## config.mk

```make
export PLATFORM = sky130hd
export DESIGN_NAME = mcdt_arb_flat
export DESIGN_NICKNAME = d
export VERILOG_FILES = /design/src/rtl/mcdt_pkg.sv /design/src/rtl/mcdt_arb_if.sv /design/src/rtl/mcdt_chnl_fifo.sv /design/src/rtl/mcdt_arb.sv /design/src/flat_wrapper.sv
export SDC_FILE = /design/constraint.sdc
export NUM_CORES = 2
export LEC_CHECK = 0
export ABC_AREA = 1
export CAP_MARGIN = 5
export CELL_PAD_IN_SITES_DETAIL_PLACEMENT = 1
export CELL_PAD_IN_SITES_GLOBAL_PLACEMENT = 1
export CORE_ASPECT_RATIO = 1.5
export CORE_UTILIZATION = 46
export CTS_CLUSTER_DIAMETER = 150
export DETAILED_ROUTE_END_ITERATION = 10
export PLACE_DENSITY_LB_ADDON = 0.3
export SKIP_LAST_GASP = 1
export SYNTH_ARGS = -nofsm -noshare
export SYNTH_HDL_FRONTEND = slang
export SYNTH_SLANG_ARGS = --single-unit
export TNS_END_PERCENT = 100
```

## constraint.sdc

```tcl
create_clock -name clk_i -period 3.6 [get_ports clk_i]
set_input_delay 1.08 -clock clk_i [delete_from_list [all_inputs] [get_ports clk_i]]
set_output_delay 1.08 -clock clk_i [all_outputs]
set_load 0.03 [all_outputs]
```

## src/rtl/mcdt_pkg.sv

```systemverilog
// Shared constants and width helpers for the multi-channel merge stage.
package mcdt_pkg;

    // Arbitration mode selectors for the ARB_MODE parameter.
    localparam int ARB_FIXED = 0;
    localparam int ARB_RR    = 1;

    // Width of the source-channel id; never narrower than one bit.
    function automatic int calc_idw(input int nch);
        return (nch > 1) ? $clog2(nch) : 1;
    endfunction

    // Width of a FIFO occupancy/margin value; must represent 0..DEPTH.
    function automatic int calc_mw(input int depth);
        return $clog2(depth) + 1;
    endfunction

endpackage

```

## src/rtl/mcdt_arb_if.sv

```systemverilog
// Channel-side and output-side signals of the merge stage.
// Handshake: a channel word is taken on a rising edge where ch_valid_i[k] and
// ch_ready_o[k] are both high; an output word is taken on a rising edge where
// mcdt_val_o and mcdt_ready_i are both high, and while mcdt_val_o is high
// without mcdt_ready_i, mcdt_data_o and mcdt_id_o hold their values.
interface mcdt_arb_if
    import mcdt_pkg::*;
#(
    parameter int DW    = 32,
    parameter int NCH   = 4,
    parameter int DEPTH = 16
);
    localparam int IDW = calc_idw(NCH);
    localparam int MW  = calc_mw(DEPTH);

    logic [NCH*DW-1:0] ch_data_i;
    logic [NCH-1:0]    ch_valid_i;
    logic [NCH-1:0]    ch_ready_o;
    logic [NCH*MW-1:0] ch_margin_o;
    logic [NCH-1:0]    ch_en_i;
    logic [DW-1:0]     mcdt_data_o;
    logic              mcdt_val_o;
    logic [IDW-1:0]    mcdt_id_o;
    logic              mcdt_ready_i;

    // Seen from the merge stage.
    modport slave (
        input  ch_data_i, ch_valid_i, ch_en_i, mcdt_ready_i,
        output ch_ready_o, ch_margin_o, mcdt_data_o, mcdt_val_o, mcdt_id_o
    );

    // Seen from the channel sources and downstream consumer.
    modport master (
        output ch_data_i, ch_valid_i, ch_en_i, mcdt_ready_i,
        input  ch_ready_o, ch_margin_o, mcdt_data_o, mcdt_val_o, mcdt_id_o
    );
endinterface

```

## src/rtl/mcdt_chnl_fifo.sv

```systemverilog
// One synchronous per-channel FIFO with occupancy count and free-entry margin.
// The read side is show-ahead: rd_data_o is the head word whenever not empty.
module mcdt_chnl_fifo
    import mcdt_pkg::*;
#(
    parameter  int DW    = 32,
    parameter  int DEPTH = 16,
    localparam int MW    = calc_mw(DEPTH),
    localparam int AW    = $clog2(DEPTH)
) (
    input  logic          clk_i,
    input  logic          rst_i,
    input  logic          wr_valid_i,
    input  logic [DW-1:0] wr_data_i,
    output logic          wr_ready_o,
    input  logic          rd_en_i,
    output logic [DW-1:0] rd_data_o,
    output logic          empty_o,
    output logic [MW-1:0] margin_o
);
    logic [AW-1:0] wr_ptr_q, wr_ptr_d;
    logic [AW-1:0] rd_ptr_q, rd_ptr_d;
    logic [MW-1:0] count_q, count_d;
    logic [DW-1:0] mem_q [DEPTH];
    logic          full;
    logic          wr_fire;
    logic          rd_fire;

    assign full       = (count_q == MW'(DEPTH));
    assign empty_o    = (count_q == '0);
    // Ready comes from the registered count only, and is held low in reset.
    assign wr_ready_o = !full && !rst_i;
    assign wr_fire    = wr_valid_i && !full;
    assign rd_fire    = rd_en_i && !empty_o;
    assign margin_o   = MW'(DEPTH) - count_q;
    assign rd_data_o  = mem_q[rd_ptr_q];

    // Pointer and occupancy update; pointers wrap naturally at DEPTH.
    always_comb begin
        wr_ptr_d = wr_ptr_q;
        rd_ptr_d = rd_ptr_q;
        if (wr_fire) wr_ptr_d = wr_ptr_q + AW'(1);
        if (rd_fire) rd_ptr_d = rd_ptr_q + AW'(1);
        count_d = count_q + MW'(wr_fire) - MW'(rd_fire);
    end

    // Control state; contents become unreachable when pointers reset.
    always_ff @(posedge clk_i or posedge rst_i) begin
        if (rst_i) begin
            wr_ptr_q <= '0;
            rd_ptr_q <= '0;
            count_q  <= '0;
        end else begin
            wr_ptr_q <= wr_ptr_d;
            rd_ptr_q <= rd_ptr_d;
            count_q  <= count_d;
        end
    end

    // Storage array, written at the write pointer.
    always_ff @(posedge clk_i) begin
        if (wr_fire) mem_q[wr_ptr_q] <= wr_data_i;
    end
endmodule

```

## src/rtl/mcdt_arb.sv

```systemverilog
// Channel-merge stage: NCH FIFOs feeding one registered output through a
// fixed-priority or round-robin arbiter, with valid/ready backpressure.
module mcdt_arb
    import mcdt_pkg::*;
#(
    parameter int DW       = 32,
    parameter int NCH      = 4,
    parameter int DEPTH    = 16,
    parameter int ARB_MODE = ARB_RR
) (
    input  logic       clk_i,
    input  logic       rst_i,
    mcdt_arb_if.slave  bus
);
    localparam int IDW = calc_idw(NCH);
    localparam int MW  = calc_mw(DEPTH);

    logic [DW-1:0]     head [NCH];
    logic [NCH-1:0]    empty;
    logic [NCH-1:0]    eligible;
    logic [NCH-1:0]    pop;
    logic [NCH-1:0]    ready_v;
    logic [NCH*MW-1:0] margin_v;

    logic              grant_vld;
    logic [IDW-1:0]    grant_idx;
    logic [IDW-1:0]    cand;
    logic              out_free;

    logic              val_q, val_d;
    logic [DW-1:0]     data_q, data_d;
    logic [IDW-1:0]    id_q, id_d;
    logic [IDW-1:0]    last_q, last_d;

    for (genvar k = 0; k < NCH; k++) begin : g_ch
        mcdt_chnl_fifo #(.DW(DW), .DEPTH(DEPTH)) u_fifo (
            .clk_i      (clk_i),
            .rst_i      (rst_i),
            .wr_valid_i (bus.ch_valid_i[k]),
            .wr_data_i  (bus.ch_data_i[k*DW +: DW]),
            .wr_ready_o (ready_v[k]),
            .rd_en_i    (pop[k]),
            .rd_data_o  (head[k]),
            .empty_o    (empty[k]),
            .margin_o   (margin_v[k*MW +: MW])
        );
    end

    // Disabled channels keep filling; they are only hidden from the arbiter.
    assign eligible = ~empty & bus.ch_en_i;

    // Grant search: from index 0 in fixed mode, from last+1 in round-robin.
    always_comb begin
        grant_vld = 1'b0;
        grant_idx = '0;
        cand      = '0;
        for (int i = 0; i < NCH; i++) begin
            if (ARB_MODE == ARB_RR) cand = IDW'((int'(last_q) + 1 + i) % NCH);
            else                    cand = IDW'(i);
            if (!grant_vld && eligible[cand]) begin
                grant_vld = 1'b1;
                grant_idx = cand;
            end
        end
    end

    // Output register: reload only when empty or being drained this cycle.
    always_comb begin
        out_free = !val_q || bus.mcdt_ready_i;
        val_d    = val_q;
        data_d   = data_q;
        id_d     = id_q;
        last_d   = last_q;
        pop      = '0;
        if (out_free) val_d = grant_vld;
        if (out_free && grant_vld) begin
            data_d         = head[grant_idx];
            id_d           = grant_idx;
            last_d         = grant_idx;
            pop[grant_idx] = 1'b1;
        end
    end

    // Output word and round-robin pointer; pointer resets so channel 0 wins first.
    always_ff @(posedge clk_i or posedge rst_i) begin
        if (rst_i) begin
            val_q  <= 1'b0;
            data_q <= '0;
            id_q   <= '0;
            last_q <= IDW'(NCH - 1);
        end else begin
            val_q  <= val_d;
            data_q <= data_d;
            id_q   <= id_d;
            last_q <= last_d;
        end
    end

    assign bus.ch_ready_o  = ready_v;
    assign bus.ch_margin_o = margin_v;
    assign bus.mcdt_val_o  = val_q;
    assign bus.mcdt_data_o = data_q;
    assign bus.mcdt_id_o   = id_q;
endmodule

```

## src/flat_wrapper.sv

```systemverilog
// flat-port wrapper written by rule: the top's interface ports become plain ports
module mcdt_arb_flat import mcdt_pkg::*;
#(
    parameter int DW       = 32,
    parameter int NCH      = 4,
    parameter int DEPTH    = 16,
    parameter int ARB_MODE = ARB_RR
)
  (clk_i, rst_i, bus_ch_data_i, bus_ch_valid_i, bus_ch_en_i, bus_mcdt_ready_i, bus_ch_ready_o, bus_ch_margin_o, bus_mcdt_data_o, bus_mcdt_val_o, bus_mcdt_id_o);
  mcdt_arb_if #(.DW(DW), .NCH(NCH), .DEPTH(DEPTH)) bus_i ();
  input  logic clk_i;
  input  logic rst_i;
  input wire logic [$bits(bus_i.ch_data_i)-1:0] bus_ch_data_i;
  input wire logic [$bits(bus_i.ch_valid_i)-1:0] bus_ch_valid_i;
  input wire logic [$bits(bus_i.ch_en_i)-1:0] bus_ch_en_i;
  input wire logic [$bits(bus_i.mcdt_ready_i)-1:0] bus_mcdt_ready_i;
  output wire logic [$bits(bus_i.ch_ready_o)-1:0] bus_ch_ready_o;
  output wire logic [$bits(bus_i.ch_margin_o)-1:0] bus_ch_margin_o;
  output wire logic [$bits(bus_i.mcdt_data_o)-1:0] bus_mcdt_data_o;
  output wire logic [$bits(bus_i.mcdt_val_o)-1:0] bus_mcdt_val_o;
  output wire logic [$bits(bus_i.mcdt_id_o)-1:0] bus_mcdt_id_o;
  assign bus_i.ch_data_i = bus_ch_data_i;
  assign bus_i.ch_valid_i = bus_ch_valid_i;
  assign bus_i.ch_en_i = bus_ch_en_i;
  assign bus_i.mcdt_ready_i = bus_mcdt_ready_i;
  assign bus_ch_ready_o = bus_i.ch_ready_o;
  assign bus_ch_margin_o = bus_i.ch_margin_o;
  assign bus_mcdt_data_o = bus_i.mcdt_data_o;
  assign bus_mcdt_val_o = bus_i.mcdt_val_o;
  assign bus_mcdt_id_o = bus_i.mcdt_id_o;
  mcdt_arb #(.DW(DW), .NCH(NCH), .DEPTH(DEPTH), .ARB_MODE(ARB_MODE)) u_core (.clk_i(clk_i), .rst_i(rst_i), .bus(bus_i));
endmodule
```

==> results.cfg <==
[clock_network]
cts_hold_buf = 0
cts_tree = built
cts_buffers = 204
htree_levels = 4
cts_max_path_buffers = 4
ctsRootBufferMaster = clkbuf_16
clk_latency_ns = 0.86
clk_pin_slew_worst_paths_ns = 0.07
cts_sinks = 2137

[sta]
tightest_slew_ns = 0.898
setup_slack_ns = -0.0527
timing.final.hold_violations = 0
period_needed_ns = 3.65
setup_viol = 1
fin_crit_sh_pct = 101
slew_headroom_pct = 40.1
final_max_slew_viol_count = 0
rsz0062_at_grt = yes
finalClockSkew_ns = 0.0573
fmax_ghz = 0.274
hold_ws_ns = 0.491
fin_setup_tns_ns = -0.0527

[cells_and_area]
syn_to_final_growth_pct = 15.6
final_common_cell = edfxtp_1
final_cell_mix = 2,048 x edfxtp_1, 1,466 x nand2_1, 930 x nor2_1, 748 x o21ai_0, 423 x nand3_1
nets = 7625
finalNonFillerCells = 10100
drive_above_1_share_pct = 9.59
finalInstanceArea_um2 = 100000
fin_util_pct = 53.5

[detailed_routing]
drt_iter0_drc = 5495
routed_wl_mm = 274
dr.pass1.iters = 6
wire_per_inst_um = 27.3
vias = 58600
ant_nets = 0
avgViaCountPerCell = 5.83
route.detailed.drc = 0

[flow_run]
maxCapViolCount = 0

[global_routing]
grt_max_degree = 176
antenna_found_initial = 39
grtUsageTotal_pct = 28.4
grt_overflow = 0
grt_pass1_wl_mm = 399
grt_pass1_vias = 61400

[worst_setup_path]
crit_type = reg2reg
cp.arrival_ns = 4.38
worstPathBufferInverterCount = 8
worstSetupEndpointType = flop
worstPathMaxFanout = 4
start_kind = flop
crit_path_max_incr_delay_ns = 0.40
crit_family = adder cells
crit_required_ns = 4.33
slowest_stage = dfrtp_1

[die]
rows = 195
die_y_um = 534
design.die.area_um2 = 191000
die_x_um = 357
start_util_pct = 46.3
ios = 198
core_region_area_um2 = 188000

[place]
dp_hpwl_mm = 164
dp_slack_ns = -0.756
dpl_cell_area_um2 = 93800
gp_congestion = 0.837
port-buffer-count = 197
placed_cells = 9652

[yosys]
synthAdderAreaFrac_pct = 0.956
synthMuxAreaShare_pct = 0.253
synth-compound-area-share_pct = 8.51
synth_top_cell_area_share_pct = 70.8
yosys.area.top_type = edfxtp_1
synth_fp_nets = 7378
ys_seq_area_share_pct = 73.3
synth_xor_area_share_pct = 0.443
synth_top_family_by_area = simple AND/OR/NAND/NOR gates
syn_area_per_cell_um2 = 12.1
yosysUniqueCellTypes = 34
synth_seq_cells = 2137
syn_inst = 7175
ys_warn_count = 0
synth_area_um2 = 86900
synth-edff-count = 2048
ys.flop_type = edfxtp_1
synthArstFlopShare_pct = 4.16
synthSimpleGateAreaFrac_pct = 13.3
synthTopCellsByArea = edfxtp_1 71%, nand2_1 6.4%, o21ai_0 4.3%

[status]
violations = negative setup slack
status = complete, but fails checks

[power]
internal_power_mw = 51.5
power_mw = 87.3
clockPowerShare_pct = 23.4
power_leakage_nw = 35.2
cellPowerDensity_nw_per_um2 = 869
power_switching_mw = 35.8
p_seq_share_pct = 36.0
peakVddDrop_mv = 0.698
power_frac_comb_pct = 40.6
power.share.switching_pct = 41.0

[min_path]
min_path_type = reg2reg
==> cells in the mapped netlist, types with 3 or more instances <==
library cell,number
edfxtp_1,2048
nand2_1,1472
nor2_1,998
o21ai_0,751
nand3_1,434
clkbuf_1,271
inv_1,188
o211ai_1,171
o22ai_1,157
buf_2,114
a21oi_1,97
dfrtp_1,87
a21boi_0,64
ha_1,60
buf_1,48
o21ai_1,40
xor2_1,39
clkinv_1,34
a211oi_1,22
mux2i_1,22
inv_2,11
buf_4,10
nand4_1,7
xnor2_1,5
buf_6,4
fa_1,4
nand3_2,4
nand2_2,3
o221ai_1,3
==> area by class of cell <==
class                      instances  area [um^2]
fill                           18900        87400
antenna                           13         32.5
clock buffer                     266         5420
tap                             2462         3080
clock inverter                    96          742
timing repair buffer             488         5340
multi-input combinational       4357        21200
sequential                      2137        63800
inverter                         234          913
==> flip-flops by register name, indices dropped and copies added (netlist names) <==
| register | cells |
|---|---|
| u_core.bus.mcdt_data_o | 32 |
| u_core.g_ch.u_fifo.wr_ptr_q | 16 |
| u_core.last_q | 2 |
| u_core.g_ch.u_fifo.rd_ptr_q | 16 |
| u_core.bus.mcdt_val_o | 1 |
| u_core.bus.mcdt_id_o | 2 |
| u_core.g_ch.u_fifo.mem_q | 2048 |
| u_core.g_ch.u_fifo.count_q | 20 |
==> per-layer routing <==
metal  part of all wire, %  track usage [%]  up-vias
met1                    38             34.5    30200
met3                   7.2             5.50      562
met4                   4.6             12.5       40
met5                 0.080                0        -
li1                      -                -    25900
met2                    51             48.8     1955
==> tightest hold or removal path, stage by stage (launching register included) <==
cell and delay [ns]:
dfrtp_1 0.35, nand2_1 0.06, nand2_1 0.05
==> logic make-up (layout without fill, tap and decap cells) <==
kind of cell	Yosys count	count (layout)
AO/OA/AOI/OAI	1306	1306
XOR/XNOR	44	44
adder cells (fa/ha/maj)	64	64
buffers and inverters	681	1084
flip-flops	2137	2137
multiplexers	22	22
other	0	13
AND/OR/NAND/NOR	2921	2921
==> power by group through the flow <==
| stage | registers, mW | clock network (mW) | logic, mW |
|---|---|---|---|
| 2_1_floorplan | 31.7 | 0 | 19.3 |
| 3_3_place_gp | 31.7 | 0 | 33.1 |
| 3_5_place_dp | 31.9 | 0 | 34.5 |
| 4_1_cts | 31.4 | 20.7 | 34.9 |
| 5_1_grt | 31.6 | 21.5 | 38.2 |
| 6_report | 31.5 | 20.4 | 35.4 |
==> worst paths after layout <==
check | startpoint | to | slack [ns] | cells past startpoint
hold reg to reg | u_core.bus.mcdt_data_o[13] | u_core.bus.mcdt_data_o[13] | 0.49 | 2
hold / removal | u_core.bus.mcdt_data_o[13] | u_core.bus.mcdt_data_o[13] | 0.49 | 2
max in group asynchronous | rst_i | u_core.last_q[1] | 2.13 | 4
setup reg to reg | u_core.g_ch[1].u_fifo.count_q[3] | u_core.g_ch[1].u_fifo.count_q[4] | -0.05 | 25
setup / recovery | u_core.g_ch[1].u_fifo.count_q[3] | u_core.g_ch[1].u_fifo.count_q[4] | -0.05 | 25
min in group asynchronous | rst_i | u_core.g_ch[0].u_fifo.rd_ptr_q[3] | 0.72 | 3
==> timing repair <==
item	4_1_cts	5_1_grt
setup endpoints to repair	21	12
buffers inserted	7	20
pin swaps	15	32
gates resized for setup	39	48
Power figures use the tool's default switching activity.
